$ cat src/rtl/regfile_mp_if.sv
// Bus interface for regfile_mp: two read ports, two write ports, the sweep
// clear handshake and the debug readout.
//   master : decode/writeback/debug side (drives addresses, data, requests)
//   slave  : the register file itself
interface regfile_mp_if #(
  parameter int unsigned DATA_W = 16,
  parameter int unsigned ADDR_W = 3
);
  logic [ADDR_W-1:0] rd_addr_a;
  logic [DATA_W-1:0] rd_data_a;
  logic [ADDR_W-1:0] rd_addr_b;
  logic [DATA_W-1:0] rd_data_b;
  logic              wr_en_0;
  logic [ADDR_W-1:0] wr_addr_0;
  logic [DATA_W-1:0] wr_data_0;
  logic              wr_en_1;
  logic [ADDR_W-1:0] wr_addr_1;
  logic [DATA_W-1:0] wr_data_1;
  logic              clr_req;
  logic              clr_busy;
  logic              clr_done;
  logic [ADDR_W-1:0] dbg_sel;
  logic [DATA_W-1:0] dbg_data;

  modport master (
    output rd_addr_a, rd_addr_b,
    output wr_en_0, wr_addr_0, wr_data_0,
    output wr_en_1, wr_addr_1, wr_data_1,
    output clr_req, dbg_sel,
    input  rd_data_a, rd_data_b, clr_busy, clr_done, dbg_data
  );

  modport slave (
    input  rd_addr_a, rd_addr_b,
    input  wr_en_0, wr_addr_0, wr_data_0,
    input  wr_en_1, wr_addr_1, wr_data_1,
    input  clr_req, dbg_sel,
    output rd_data_a, rd_data_b, clr_busy, clr_done, dbg_data
  );
endinterface

$ cat src/rtl/regfile_mp.sv
// regfile_mp: parametrised multi-port register file.
//   clk   : rising-edge clock
//   rst_n : asynchronous active-low reset (clears every register, aborts sweep)
//   bus   : regfile_mp_if slave modport
//     rd_addr_a/rd_data_a, rd_addr_b/rd_data_b : combinational read ports
//     wr_en_0/wr_addr_0/wr_data_0               : write port 0
//     wr_en_1/wr_addr_1/wr_data_1               : write port 1 (wins on same address)
//     clr_req/clr_busy/clr_done                 : sequential sweep clear
//     dbg_sel/dbg_data                          : stored value readout (never bypassed)
// Parameters: DATA_W, ADDR_W (DEPTH = 2**ADDR_W), ZERO_REG (reg 0 hard-wired to 0).
// Optional feature: define RF_BYPASS_EN to forward same-cycle write data to reads.
module regfile_mp #(
  parameter int unsigned DATA_W   = 16,
  parameter int unsigned ADDR_W   = 3,
  parameter bit          ZERO_REG = 1'b0
) (
  input  logic        clk,
  input  logic        rst_n,
  regfile_mp_if.slave bus
);

  localparam int unsigned       DEPTH    = 2 ** ADDR_W;
  localparam logic [ADDR_W-1:0] LAST_IDX = ADDR_W'(DEPTH - 1);

  typedef enum logic {
    IDLE,
    CLEAR
  } state_t;

  state_t            state_q, state_d;
  logic [ADDR_W-1:0] cnt_q, cnt_d;
  logic              done_q, done_d;
  logic              busy;

  logic [DATA_W-1:0] mem [DEPTH];

  logic we0, we1;
  logic zero_a, zero_b, zero_dbg;

  assign busy = (state_q == CLEAR);

  // Writes are dropped during a sweep and, with ZERO_REG, when aimed at r0.
  assign we0 = bus.wr_en_0 && !busy && !(ZERO_REG && (bus.wr_addr_0 == '0));
  assign we1 = bus.wr_en_1 && !busy && !(ZERO_REG && (bus.wr_addr_1 == '0));

  assign zero_a   = ZERO_REG && (bus.rd_addr_a == '0);
  assign zero_b   = ZERO_REG && (bus.rd_addr_b == '0);
  assign zero_dbg = ZERO_REG && (bus.dbg_sel == '0);

  // Clear FSM state register
  always_ff @(posedge clk or negedge rst_n) begin
    if (!rst_n) begin
      state_q <= IDLE;
      cnt_q   <= '0;
      done_q  <= 1'b0;
    end else begin
      state_q <= state_d;
      cnt_q   <= cnt_d;
      done_q  <= done_d;
    end
  end

  // Clear FSM next state; done_d rises on the edge that clears the last register
  always_comb begin
    state_d = state_q;
    cnt_d   = cnt_q;
    done_d  = 1'b0;
    unique case (state_q)
      IDLE: begin
        if (bus.clr_req) begin
          state_d = CLEAR;
          cnt_d   = '0;
        end
      end
      CLEAR: begin
        cnt_d = cnt_q + ADDR_W'(1);
        if (cnt_q == LAST_IDX) begin
          state_d = IDLE;
          done_d  = 1'b1;
        end
      end
      default: state_d = IDLE;
    endcase
  end

  // Storage array; port 1 is assigned last so it wins on an address collision
  always_ff @(posedge clk or negedge rst_n) begin
    if (!rst_n) begin
      for (int unsigned i = 0; i < DEPTH; i++) begin
        mem[i] <= '0;
      end
    end else if (busy) begin
      mem[cnt_q] <= '0;
    end else begin
      if (we0) mem[bus.wr_addr_0] <= bus.wr_data_0;
      if (we1) mem[bus.wr_addr_1] <= bus.wr_data_1;
    end
  end

`ifdef RF_BYPASS_EN
  // we0/we1 already exclude sweep cycles and the hard-wired zero register
  assign bus.rd_data_a = zero_a                                 ? '0 :
                         (we1 && (bus.wr_addr_1 == bus.rd_addr_a)) ? bus.wr_data_1 :
                         (we0 && (bus.wr_addr_0 == bus.rd_addr_a)) ? bus.wr_data_0 :
                         mem[bus.rd_addr_a];
  assign bus.rd_data_b = zero_b                                 ? '0 :
                         (we1 && (bus.wr_addr_1 == bus.rd_addr_b)) ? bus.wr_data_1 :
                         (we0 && (bus.wr_addr_0 == bus.rd_addr_b)) ? bus.wr_data_0 :
                         mem[bus.rd_addr_b];
`else
  assign bus.rd_data_a = zero_a ? '0 : mem[bus.rd_addr_a];
  assign bus.rd_data_b = zero_b ? '0 : mem[bus.rd_addr_b];
`endif

  assign bus.dbg_data = zero_dbg ? '0 : mem[bus.dbg_sel];
  assign bus.clr_busy = busy;
  assign bus.clr_done = done_q;

endmodule
$ cat src/flat_wrapper.sv
// flat-port wrapper written by rule: the top's interface ports become plain ports
module regfile_mp_flat 
#(
  parameter int unsigned DATA_W   = 16,
  parameter int unsigned ADDR_W   = 3,
  parameter bit          ZERO_REG = 1'b0
)
  (clk, rst_n, bus_rd_addr_a, bus_rd_addr_b, bus_wr_en_0, bus_wr_addr_0, bus_wr_data_0, bus_wr_en_1, bus_wr_addr_1, bus_wr_data_1, bus_clr_req, bus_dbg_sel, bus_rd_data_a, bus_rd_data_b, bus_clr_busy, bus_clr_done, bus_dbg_data);
  regfile_mp_if #(.DATA_W(DATA_W), .ADDR_W(ADDR_W)) bus_i ();
  input  logic clk;
  input  logic rst_n;
  input wire logic [$bits(bus_i.rd_addr_a)-1:0] bus_rd_addr_a;
  input wire logic [$bits(bus_i.rd_addr_b)-1:0] bus_rd_addr_b;
  input wire logic [$bits(bus_i.wr_en_0)-1:0] bus_wr_en_0;
  input wire logic [$bits(bus_i.wr_addr_0)-1:0] bus_wr_addr_0;
  input wire logic [$bits(bus_i.wr_data_0)-1:0] bus_wr_data_0;
  input wire logic [$bits(bus_i.wr_en_1)-1:0] bus_wr_en_1;
  input wire logic [$bits(bus_i.wr_addr_1)-1:0] bus_wr_addr_1;
  input wire logic [$bits(bus_i.wr_data_1)-1:0] bus_wr_data_1;
  input wire logic [$bits(bus_i.clr_req)-1:0] bus_clr_req;
  input wire logic [$bits(bus_i.dbg_sel)-1:0] bus_dbg_sel;
  output wire logic [$bits(bus_i.rd_data_a)-1:0] bus_rd_data_a;
  output wire logic [$bits(bus_i.rd_data_b)-1:0] bus_rd_data_b;
  output wire logic [$bits(bus_i.clr_busy)-1:0] bus_clr_busy;
  output wire logic [$bits(bus_i.clr_done)-1:0] bus_clr_done;
  output wire logic [$bits(bus_i.dbg_data)-1:0] bus_dbg_data;
  assign bus_i.rd_addr_a = bus_rd_addr_a;
  assign bus_i.rd_addr_b = bus_rd_addr_b;
  assign bus_i.wr_en_0 = bus_wr_en_0;
  assign bus_i.wr_addr_0 = bus_wr_addr_0;
  assign bus_i.wr_data_0 = bus_wr_data_0;
  assign bus_i.wr_en_1 = bus_wr_en_1;
  assign bus_i.wr_addr_1 = bus_wr_addr_1;
  assign bus_i.wr_data_1 = bus_wr_data_1;
  assign bus_i.clr_req = bus_clr_req;
  assign bus_i.dbg_sel = bus_dbg_sel;
  assign bus_rd_data_a = bus_i.rd_data_a;
  assign bus_rd_data_b = bus_i.rd_data_b;
  assign bus_clr_busy = bus_i.clr_busy;
  assign bus_clr_done = bus_i.clr_done;
  assign bus_dbg_data = bus_i.dbg_data;
  regfile_mp #(.DATA_W(DATA_W), .ADDR_W(ADDR_W), .ZERO_REG(ZERO_REG)) u_core (.clk(clk), .rst_n(rst_n), .bus(bus_i));
endmodule
$ cat config.mk
export PLATFORM = sky130hd
export DESIGN_NAME = regfile_mp_flat
export DESIGN_NICKNAME = d
export VERILOG_FILES = /design/src/rtl/regfile_mp_if.sv /design/src/rtl/regfile_mp.sv /design/src/flat_wrapper.sv
export SDC_FILE = /design/constraint.sdc
export NUM_CORES = 1
export LEC_CHECK = 0
export BUFFER_PORTS_ARGS = -buffer_cell sky130_fd_sc_hd__buf_2
export CORE_ASPECT_RATIO = 1.4
export CORE_MARGIN = 5
export CORE_UTILIZATION = 65
export CTS_CLUSTER_DIAMETER = 100
export DETAILED_ROUTE_END_ITERATION = 8
export PLACE_DENSITY = 0.93
export SLEW_MARGIN = 20
export SYNTH_ARGS = -nofsm -noshare
export SYNTH_HDL_FRONTEND = slang
export SYNTH_SLANG_ARGS = --single-unit
$ cat constraint.sdc
create_clock -name clk -period 6.7 [get_ports clk]
set_input_delay 1.34 -clock clk [delete_from_list [all_inputs] [get_ports clk]]
set_output_delay 1.34 -clock clk [all_outputs]
set_load 0.05 [all_outputs]
-- Word level (Yosys, flattened, before mapping)
Cells that the tools add are included.
- add/subtract/negate cells: 1
- $lt $le $gt $ge: 9
- equal/unequal tests: 2
- muxes and demuxes: 28
- bitwise gates (word level): 9
- reductions and logical operators: 6
- operators with widths (operator ; number):
    $mux 128 ; 4
    $bwmux 128 ; 2
    $bmux 16 s3 ; 3
    $demux 16 s3 ; 3
    $mux 16 ; 9
    $and 128x128->128 ; 1
    $not 128->128 ; 1
    $ge 4x4->1 const B ; 6
    $not 3->4 ; 6
    $lt 4x1->1 const B ; 3
    $pmux 3 s2 ; 1
    $logic_and 1x1->1 ; 5
    $mux 1 ; 4
    $add 3x1->3 const B ; 1
    $eq 3x3->1 const B ; 1
    $mux 3 ; 1
    $ne 2x2->1 const B ; 1
    $pmux 1 s2 ; 1
    $logic_not 1->1 ; 1
    $not 1->1 ; 1
- register bits after elaboration: 133
- output and inout bits: 50
- logic and storage cells: 66

-- Longest topological paths before layout
- depth after elaboration: 11
- gate-level depth with buffers: 7
- gate-level depth less buffers: 4

-- Worst setup path before layout
No wires, ideal clock.
- path type: input to output
- start point: input port bus_rd_addr_b[0]
- end point: output port bus_rd_data_b[13]
- arrival: 2.857 ns
- required time: 5.360 ns
- path slack: 2.503 ns
- stages on the path: 4
- path through: clkbuf_1 clkbuf_1 mux4_2 mux2_2
- cells in the longest elaborated chain, start to end: 4
- ends and longest elaborated chain (item ; RTL line ; source):
    start: declaration ; flat_wrapper.sv:13 ; input wire logic [$bits(bus_i.rd_addr_b)-1:0] bus_rd_addr_b;
    $not 3->4 (not written as such) ; regfile_mp.sv:112 ; assign bus.rd_data_b = zero_b ? '0 : mem[bus.rd_addr_b];
    $bmux 16 s3 ; regfile_mp.sv:112 ;
    $mux 16 (not written as such) (2 in series) ; regfile_mp.sv:112 ;
    end: declaration ; flat_wrapper.sv:23 ; output wire logic [$bits(bus_i.rd_data_b)-1:0] bus_rd_data_b;
Every way passes these cells. The select of a mux whose other input is x is not followed.

-- Worst setup path after layout
- start point: input port bus_rd_addr_b[1]
- end point: output port bus_rd_data_b[7]
The elaborated chain is that of the path after synthesis.

==> run summary <==
Of all nets on the critical path, the largest fanout is 32. The global-route total usage across every layer came out at 0.403. The share of the Yosys chip area taken by registers is 0.316. The final-report hold violation count came out at 0. The average instance in the mapped netlist occupies 10.5 µm². The most prevalent standard cell on the critical path is sky130_fd_sc_hd__buf_2. The worst reg-to-reg setup slack came out at 3.68 ns. The core utilization of the finished layout is 0.723.

The core area came out at 16000 µm². The async set-or-reset flop fraction in the synthesized netlist is 1.00. The die is 118 µm wide. For this design, the CTS-stage hold fixing added 0 buffers. Synthesis inferred 133 register bits. The largest stage delay on the critical path is 0.82 ns. The port buffer count came out at 101.

The initial antenna violation count is 3. The worst-case vdd ir drop came out at 329 µV. The effective utilization at floorplan came out at 0.658. The minimum setup slack in the final design came out at 2.04 ns. The arithmetic-cell share of the synthesized area counting full adders, half adders and majority gates is 0.00237.

The top cell types in the final layout, fill and taps aside, are 132 x sky130_fd_sc_hd__dfrtp_1, 115 x sky130_fd_sc_hd__o21ai_0, 111 x sky130_fd_sc_hd__a21oi_1. The sum of net half-perimeters after detailed placement came out at 23.3 mm. After clock tree synthesis, the clock-pin slew on the worst setup and hold paths is 0.06 ns. The most area-hungry cell type in the Yosys netlist is sky130_fd_sc_hd__dfrtp_1. The pin count of the biggest net entering global routing came out at 116. The CTS tree is done. The number of post-CTS setup repair buffers came out at 0. The number of global-route vias before repair is 10.4k. The worst setup path is captured at an output pin. The first global-routing pass estimated 59.2 mm of wire. The library cell used most frequently in the layout, excluding fill and tap cells, is sky130_fd_sc_hd__dfrtp_1. The upper clock frequency limit is 214 MHz. The average wire length per cell after detail routing came out at 31.8 µm.

The quantity of gates resized following cts is 0. The area taken by flip-flops and latches is 3330 µm². The number of antenna-violating nets in the routed design came out at 0. The final-layout setup total negative slack came out at 0 ns. The count of endpoints failing setup in the final report came out at 0. In the final layout, the multi-input gates occupy 6710 µm². The die area is 18900 µm². The net count reported at finish is 1064. STA classifies the critical path startpoint as an input port.

Setup repair after global routing left no endpoint under its margin. The routed via count came out at 10.5k. In this design, the largest share of critical-path delay is due to buffers and inverters.

Global routing finished with a remaining overflow of 0. Walking the worst path, the cells encountered are buf_2 > mux4_2 > mux2_2 > buf_2. The total number of clock tree sinks came out at 133. The clock period could shrink to 4.66 ns. Dividing the final minimum period by the clock period gives 0.696.

The run finished, with violations left. The slowest stage cell on the critical path is sky130_fd_sc_hd__buf_2. The critical path is of the input port to output pin type. After synthesis, the cell types taking the most area are sky130_fd_sc_hd__dfrtp_1 32%, sky130_fd_sc_hd__mux4_2 21%, sky130_fd_sc_hd__o2bb2ai_1 9.1%, sky130_fd_sc_hd__o21bai_1 7.5%, sky130_fd_sc_hd__o21ai_0 5.7%. The fraction of the mapped netlist area in simple logic gates came out at 0.0427. The standard-cell row count is 55.

Across the routed clock network, the largest skew measured is 0.00735 ns. The net count after synthesis came out at 1063. The mean number of vias per cell is 8.60.

The layout has 1030 filler cells. Clock tree synthesis selected as its root buffer the cell sky130_fd_sc_hd__clkbuf_16. The H-tree depth is 4. The vertical die dimension is 161 µm.

The number of enable flip-flop cells after synthesis came out at 0. The first detailed-routing pass took 9 iterations. The number of warnings reported in the yosys synthesis log is 0.

The cell leakage power came out at 0.00450 µW. The compound-cell area share of the yosys netlist was 0.326. The clock latency of the later-clocked register in the worst-skew pair is 0.43 ns. The wire length reported by the detailed router came out at 39.1 mm. During I/O placement, the number of pins put on the boundary was 102.

The final RePlAce weighted congestion came out at 0.909. The number of buffers and inverters on the critical path is 2. In this run the deepest clock path goes through 2 buffers.

The tightest min-delay check is of the register to register type. The fraction of layout cells with a size suffix above 1 came out at 0.320. The number of CTS-inserted buffers is 17. By area, the combinational part of the netlist is dominated by compound AO/OA/AOI/OAI gates.

The total of max-cap violations came out at 0. The number of cells produced by synthesis is 1009. The share of the synthesized area in the top cell type came out at 0.316. The area of the mapped netlist came out at 10500 µm². The power density over the cells came out at 319 nW/µm². The final max-slew violation count came out at 0. The detailed router finished its first iteration with 2166 violations. The data arrival at the endpoint of the critical path is 3.32 ns.

STA puts the critical path data required time at 5.36 ns. The count of cell types in the netlist is 43. The checks that failed: design-rule violations. For this run, the leading register cell type out of synthesis is sky130_fd_sc_hd__dfrtp_1. The count of unresolved DRC violations after routing is 3. The worst slew margin relative to its limit came out at 0.110. The post-synthesis xor/xnor area fraction is 0. The worst-case setup slack after placement came out at 2.01 ns. The proportion of synthesized area in mux cells came out at 0.257. The slew at the pin closest to its max-slew limit is 1.33 ns.

The area growth from synthesis to layout came out at 9.97%.
sequential cells by signal (all words and copies together), names as in the netlist:
| signal | cells |
|---|---|
| u_core.mem | 128 |
| u_core.cnt_q | 3 |
| u_core.bus.clr_busy | 1 |
| u_core.bus.clr_done | 1 |
stage by stage:
stage	hold slack, ns	instances	area, µm²	total power (µW)
finish	0.536	1227	11600	3700
global route	0.545	1223	11600	3840
CTS	0.527	1220	11500	3600
detailed placement	0.514	1189	10900	2590
global placement	0.502	1189	10900	2510
floorplan	0.480	1009	10500	2130
area by class of cell:
class                           count  share of cell area
Antenna cell                        6             0.00129
Inverter                            1            0.000324
Timing Repair Buffer              119              0.0568
Tap cell                          199              0.0215
Clock buffer                       22              0.0409
Multi-Input combinational cell    738               0.579
Sequential cell                   133               0.287
Clock inverter                      9              0.0129
synthesized netlist by cell type (2+ instances only):
library cell / count
sky130_fd_sc_hd__a22o_1: 3
sky130_fd_sc_hd__a21o_1: 22
sky130_fd_sc_hd__nand3_1: 17
sky130_fd_sc_hd__nand2_1: 5
sky130_fd_sc_hd__buf_2: 26
sky130_fd_sc_hd__o21bai_1: 105
sky130_fd_sc_hd__nor2_1: 26
sky130_fd_sc_hd__a31oi_1: 2
sky130_fd_sc_hd__o31ai_1: 17
sky130_fd_sc_hd__clkbuf_1: 73
sky130_fd_sc_hd__nand4b_1: 3
sky130_fd_sc_hd__nor2b_1: 3
sky130_fd_sc_hd__clkbuf_2: 16
sky130_fd_sc_hd__nor3_1: 3
sky130_fd_sc_hd__o21ai_0: 121
sky130_fd_sc_hd__mux4_2: 96
sky130_fd_sc_hd__a211oi_2: 9
sky130_fd_sc_hd__buf_6: 2
sky130_fd_sc_hd__and3b_1: 2
sky130_fd_sc_hd__a211oi_1: 6
sky130_fd_sc_hd__buf_1: 19
sky130_fd_sc_hd__mux2_2: 49
sky130_fd_sc_hd__nand4bb_1: 3
sky130_fd_sc_hd__a31o_2: 4
sky130_fd_sc_hd__ha_1: 2
sky130_fd_sc_hd__nand2b_1: 7
sky130_fd_sc_hd__a21oi_1: 111
sky130_fd_sc_hd__dfrtp_1: 133
sky130_fd_sc_hd__and2_1: 2
sky130_fd_sc_hd__o2bb2ai_1: 109
routing by layer:
| metal | vias up | wire (µm) | global-route usage |
|---|---|---|---|
| met1 | 4834 | 11800 | 0.493 |
| met5 | - | 0 | 0 |
| met4 | 0 | 3850 | 0.275 |
| met2 | 1301 | 16800 | 0.601 |
| li1 | 3998 | - | - |
| met3 | 414 | 6640 | 0.141 |
kinds of logic (layout without fill, tap and decap cells):
| family | after synthesis | after routing |
|---|---|---|
| adder cells (fa/ha/maj) | 2 | 2 |
| other | 0 | 6 |
| multiplexers | 145 | 145 |
| AND/OR/NAND/NOR | 81 | 81 |
| AO/OA/AOI/OAI | 510 | 510 |
| flip-flops | 133 | 133 |
| buffers and inverters | 138 | 151 |
power breakdown:
part           total, µW  internal, µW  switching (µW)
clock               1010           649             361
combinational       1660           590            1070
sequential          1030           880             149
worst paths after layout:
kind,from,end,cells after the start
max in group asynchronous,rst_n,u_core.mem[125],2
max,bus_rd_addr_b[1],bus_rd_data_b[7],4
max reg2reg,u_core.bus.clr_busy,u_core.mem[13],6
min reg2reg,u_core.mem[114],u_core.mem[114],1
min in group asynchronous,rst_n,u_core.mem[4],1
min,u_core.mem[114],u_core.mem[114],1
(Power assumes the default switching activity.)
